File: src/rtl/ps2_frame_rx.sv
// PS/2 device-to-host frame receiver: synchronises and glitch-filters ps2_clk/ps2_dat,
// deserialises start/8 data/odd parity/stop frames and emits checked scan-code bytes.
// Optional feature: define PS2_RX_MAKEBREAK_EN to fold F0/E0 prefixes into key_break/key_ext.
// Ports: CLOCK_50, Resetn (async, active low), ps2_clk, ps2_dat in;
//        scan_code[7:0], code_valid, parity_err, frame_err, busy, key_break, key_ext out.
module ps2_frame_rx #(
    parameter int SYNC_STAGES    = 2,
    parameter int FILTER_LEN     = 4,
    parameter int TIMEOUT_CYCLES = 50000
) (
    input  logic       CLOCK_50,
    input  logic       Resetn,
    input  logic       ps2_clk,
    input  logic       ps2_dat,
    output logic [7:0] scan_code,
    output logic       code_valid,
    output logic       parity_err,
    output logic       frame_err,
    output logic       busy,
    output logic       key_break,
    output logic       key_ext
);

    localparam int FW = $clog2(FILTER_LEN + 1);
    localparam int TW = $clog2(TIMEOUT_CYCLES + 1);

    typedef enum logic [1:0] {IDLE, RECV, STOP} state_t;

    logic [SYNC_STAGES-1:0] clk_sync, dat_sync;
    logic                   clk_s, dat_s;
    logic                   filt, filt_d;
    logic [FW-1:0]          fcnt;
    logic                   fall;

    state_t        state, state_n;
    logic [3:0]    bitcnt, bitcnt_n;
    logic [8:0]    shreg, shreg_n;
    logic [TW-1:0] tcnt, tcnt_n;
    logic          timeout;
    logic          good, perr_c, ferr_c;

    // Both lines idle high, so the chains come out of reset at 1.
    always_ff @(posedge CLOCK_50 or negedge Resetn) begin
        if (!Resetn) begin
            clk_sync <= '1;
            dat_sync <= '1;
        end else begin
            clk_sync <= {clk_sync[SYNC_STAGES-2:0], ps2_clk};
            dat_sync <= {dat_sync[SYNC_STAGES-2:0], ps2_dat};
        end
    end

    assign clk_s = clk_sync[SYNC_STAGES-1];
    assign dat_s = dat_sync[SYNC_STAGES-1];

    // filt follows clk_s only after FILTER_LEN consecutive differing cycles.
    always_ff @(posedge CLOCK_50 or negedge Resetn) begin
        if (!Resetn) begin
            filt   <= 1'b1;
            filt_d <= 1'b1;
            fcnt   <= '0;
        end else begin
            filt_d <= filt;
            if (clk_s != filt) begin
                if (fcnt == FW'(FILTER_LEN - 1)) begin
                    filt <= clk_s;
                    fcnt <= '0;
                end else begin
                    fcnt <= fcnt + FW'(1);
                end
            end else begin
                fcnt <= '0;
            end
        end
    end

    assign fall    = filt_d & ~filt;
    assign timeout = (state != IDLE) && (tcnt == TW'(TIMEOUT_CYCLES - 1));
    assign busy    = (state != IDLE);

    always_ff @(posedge CLOCK_50 or negedge Resetn) begin
        if (!Resetn) begin
            state  <= IDLE;
            bitcnt <= '0;
            shreg  <= '0;
            tcnt   <= '0;
        end else begin
            state  <= state_n;
            bitcnt <= bitcnt_n;
            shreg  <= shreg_n;
            tcnt   <= tcnt_n;
        end
    end

    always_comb begin
        state_n  = state;
        bitcnt_n = bitcnt;
        shreg_n  = shreg;
        tcnt_n   = tcnt;
        good     = 1'b0;
        perr_c   = 1'b0;
        ferr_c   = 1'b0;
        if (state != IDLE)
            tcnt_n = tcnt + TW'(1);
        // Timeout wins over a coincident fall.
        if (timeout) begin
            state_n = IDLE;
            tcnt_n  = '0;
            ferr_c  = 1'b1;
        end else begin
            unique case (state)
                IDLE: begin
                    if (fall && !dat_s) begin
                        state_n  = RECV;
                        bitcnt_n = '0;
                        tcnt_n   = '0;
                    end
                end
                RECV: begin
                    if (fall) begin
                        shreg_n  = {dat_s, shreg[8:1]};
                        bitcnt_n = bitcnt + 4'd1;
                        tcnt_n   = '0;
                        if (bitcnt == 4'd8)
                            state_n = STOP;
                    end
                end
                STOP: begin
                    if (fall) begin
                        state_n = IDLE;
                        tcnt_n  = '0;
                        if (!dat_s)
                            ferr_c = 1'b1;
                        else if (^shreg)
                            good = 1'b1;
                        else
                            perr_c = 1'b1;
                    end
                end
                default: state_n = IDLE;
            endcase
        end
    end

`ifdef PS2_RX_MAKEBREAK_EN
    logic break_pend, ext_pend;

    always_ff @(posedge CLOCK_50 or negedge Resetn) begin
        if (!Resetn) begin
            scan_code  <= '0;
            code_valid <= 1'b0;
            parity_err <= 1'b0;
            frame_err  <= 1'b0;
            key_break  <= 1'b0;
            key_ext    <= 1'b0;
            break_pend <= 1'b0;
            ext_pend   <= 1'b0;
        end else begin
            code_valid <= 1'b0;
            parity_err <= perr_c;
            frame_err  <= ferr_c;
            if (perr_c || ferr_c) begin
                break_pend <= 1'b0;
                ext_pend   <= 1'b0;
            end
            if (good) begin
                if (shreg[7:0] == 8'hF0) begin
                    break_pend <= 1'b1;
                end else if (shreg[7:0] == 8'hE0) begin
                    ext_pend <= 1'b1;
                end else begin
                    scan_code  <= shreg[7:0];
                    code_valid <= 1'b1;
                    key_break  <= break_pend;
                    key_ext    <= ext_pend;
                    break_pend <= 1'b0;
                    ext_pend   <= 1'b0;
                end
            end
        end
    end
`else
    always_ff @(posedge CLOCK_50 or negedge Resetn) begin
        if (!Resetn) begin
            scan_code  <= '0;
            code_valid <= 1'b0;
            parity_err <= 1'b0;
            frame_err  <= 1'b0;
        end else begin
            code_valid <= good;
            parity_err <= perr_c;
            frame_err  <= ferr_c;
            if (good)
                scan_code <= shreg[7:0];
        end
    end

    assign key_break = 1'b0;
    assign key_ext   = 1'b0;
`endif

endmodule

File: config.mk
export PLATFORM = sky130hd
export DESIGN_NAME = ps2_frame_rx
export DESIGN_NICKNAME = d
export VERILOG_FILES = /design/src/rtl/ps2_frame_rx.sv
export SDC_FILE = /design/constraint.sdc
export NUM_CORES = 1
export LEC_CHECK = 0
export ABC_AREA = 1
export CORE_AREA = 2 2 76 78
export CTS_BUF_LIST = sky130_fd_sc_hd__clkbuf_16
export DETAILED_ROUTE_END_ITERATION = 10
export DIE_AREA = 0 0 78 80
export HOLD_SLACK_MARGIN = 0.08
export PLACE_DENSITY = 0.78
export SLEW_MARGIN = 20
export SYNTH_ARGS = -nofsm -noshare
export SYNTH_HDL_FRONTEND = slang
export SYNTH_SLANG_ARGS = --single-unit
File: constraint.sdc
create_clock -name CLOCK_50 -period 1.5 [get_ports CLOCK_50]
set_input_delay 0.3 -clock CLOCK_50 [delete_from_list [all_inputs] [get_ports CLOCK_50]]
set_output_delay 0.3 -clock CLOCK_50 [all_outputs]
set_load 0.02 [all_outputs]
==> flow_summary.toml <==
[placement]
dp_hpwl_um = 4110
post-place-ws_ps = -97.6
io_buffers = 15
dp_cells = 449
gp_congestion = 0.937

[die]
fp.dieW_um = 78
ioPinCount = 18
rows = 27
initial_core_util = 0.515
core_area_um2 = 5410
die_h_um = 80
die_area_um2 = 6240

[power_and_ir_drop]
p_leak_nw = 2.08
irDropWorstVdd_mv = 1.25
pwr-share-clk = 0.180
p_sw_w = 0.00288
p_total_w = 0.00698
power_frac_comb = 0.550
p_sw_frac = 0.413
p_int_w = 0.00410
power_density_nw_per_um2 = 1770
seqPwrFrac = 0.270

[cts]
clkTransAtPathRegs_ps = 60
clock-root-buffer = "clkbuf_16"
htree_levels = 2
clock_sinks = 51
insertion_delay_ps = 290
cts_tree = "done"
cts_made_buffers = 5
cts_max_path_buffers = 2

[sta]
fin_crit_sh = 1.06
layout_setup_ws_ps = -96.2
finalHoldViolCount = 0
setup_violations = 29
period_minus_slack_ps = 1600
fmax_mhz = 627
rsz0062_at_grt = "yes"
clock_skew_ps = 9.16
drv_slew = 0
hold_slack_ps = 357

[cells_and_area]
drive_above_1_share = 0.403
synthToLayoutAreaGrowth_pct = 41.7
layout.cells.non_filler = 469
final_common_cell = "nand2_1"
num_antenna_cells = 0
nNetsFinal = 409
layout.cells.most_common_list = "71 x nand2_1, 43 x dfrtp_1, 37 x buf_4, 31 x inv_1"
fillers = 346

[critical_path]
arrival_ps = 1800
worstPathRequired_ps = 1700
crit_type = "reg -> reg"
endpoint_kind = "flip-flop"
path_max_fanout = 7
critPathLaunchType = "flip-flop"

[global_routing]
gr-total-overflow = 0
grt_max_degree = 52
grt_antenna_before_repair = 0
grt_usage = 0.204
grt_pass1_vias = 2314
grt_pass1_wl_um = 10000

[logic_synthesis]
yosysWarnings = 0
syn-instance-count = 326
yosysUniqueCellTypes = 34
synth_area_um2 = 2780
synth_edf_count = 0
ys_ff_latch = 51
avgSynthCellArea_um2 = 8.53
seq_area_frac_synth = 0.462
async_reset_ff_frac = 1.00
synth_flop_cell = "dfrtp_1"

[detailed_routing]
postRouteWirelength_um = 6480
drt_first_pass_iters = 4
via_count = 2421
drc_errors = 0
drtAntennaViolNets = 0
wire_per_inst_um = 13.8
drt_iter0_drc = 86
detail_route.vias_per_cell = 5.16

[min_path]
hp-class = "reg -> reg"

[outcome]
violations = "negative setup slack"
status = "finished with violations"

[run]
cap_violations = 0
-- cell families after synthesis --
logic type,Yosys count,share of synthesized area
muxes,1,0.00405
other,1,0.00135
DFF,51,0.462
and+or+nand+nor,169,0.312
buffers and inverters,48,0.0706
AOI/OAI and AO/OA,39,0.0850
xor gates and xnor gates,8,0.0252
adders and majority gates,9,0.0405
-- layer usage --
layer | vias up | share of wire | global-route usage
met2 | 49 | 0.54 | 0.404
met5 | - | 0 | 0
met4 | 0 | 0.016 | 0.0491
met1 | 1179 | 0.42 | 0.227
met3 | 14 | 0.029 | 0.0305
li1 | 1179 | - | -
-- Yosys cell counts (2+ instances only) --
cell	n	area, µm²
a21oi_1	13	65.1
buf_4	2	15.0
dfrtp_1	45	1130
dfstp_2	6	158
ha_1	9	113
inv_1	39	146
inv_2	4	15.0
nand2_1	91	342
nand2_2	7	43.8
nand2_4	2	22.5
nand3_1	15	75.1
nand3_4	2	35.0
nand4_1	12	75.1
nor2_1	16	60.1
nor2_2	4	25.0
nor2_4	5	56.3
nor2_8	2	40.0
nor3_1	7	35.0
nor3b_1	4	30.0
o21ai_0	14	70.1
o21ai_2	8	70.1
xnor2_1	2	17.5
xor2_1	6	52.6
-- power groups by stage --
stage               combinational (W)  clock (W)  sequential [W]
finish                        0.00384    0.00126         0.00188
global route                  0.00416    0.00133         0.00190
CTS                           0.00318    0.00129         0.00187
detailed placement            0.00286          0         0.00189
global placement              0.00275          0         0.00187
floorplan                     0.00173          0         0.00191
-- sequential cells by signal, indices dropped and copies added (netlist names) --
name,flops
bitcnt,4
code_valid,1
filt,1
clk_sync,2
shreg,9
fcnt,3
tcnt,16
parity_err,1
scan_code,8
frame_err,1
dat_sync,2
state,2
filt_d,1
-- cell type report --
cell class	count	area [µm²]	share of cell area
clock buffers	5	125	0.0317
repair buffers	65	623	0.158
multi-input cells	229	1610	0.408
inverters	44	173	0.0438
flip-flops and latches	51	1290	0.326
clock inverters	3	37.5	0.00952
well taps	72	90.1	0.0228
-- timing repair --
action,in CTS,in global routing
endpoints found under the setup margin,42,42
resized for setup,40,66
gates cloned,1,1
hold endpoints to repair,45,0
hold buffers,1,0
pin swaps,17,16
buffers inserted,4,7
-- worst max-delay path: stages (launching register included) --
cell     delay [ps]
dfrtp_1         400
inv_2            90
ha_4            180
nor2_4           50
nand2_4          70
nor2_4           40
nand2_4         100
nand2_8          90
buf_12          140
nor2_4          180
nand3_2          80
o21ai_0          80
-- final timing paths --
| check | from | endpoint | slack, ps | cells after the start |
|---|---|---|---|---|
| worst max-delay path | state[1] | bitcnt[2] | -100 | 11 |
| worst min-delay path | clk_sync[0] | clk_sync[1] | 360 | 0 |
| worst max register to register | state[1] | bitcnt[2] | -100 | 11 |
| worst min register to register | clk_sync[0] | clk_sync[1] | 360 | 0 |
| max in group asynchronous | Resetn | dat_sync[0] | 670 | 3 |
| min in group asynchronous | Resetn | bitcnt[0] | 550 | 3 |
-- stage by stage --
step           utilization  TNS, ps  instance area (µm²)
2_1_floorplan            -     -493                 2820
4_1_cts              0.676     -837                 3650
5_1_grt              0.729    -3740                 3940
6_report             0.729    -1210                 3940
3_5_place_dp         0.622    -1700                 3360
3_3_place_gp         0.622     -177                 3360
No activity file was read; power rests on OpenSTA's default activity.
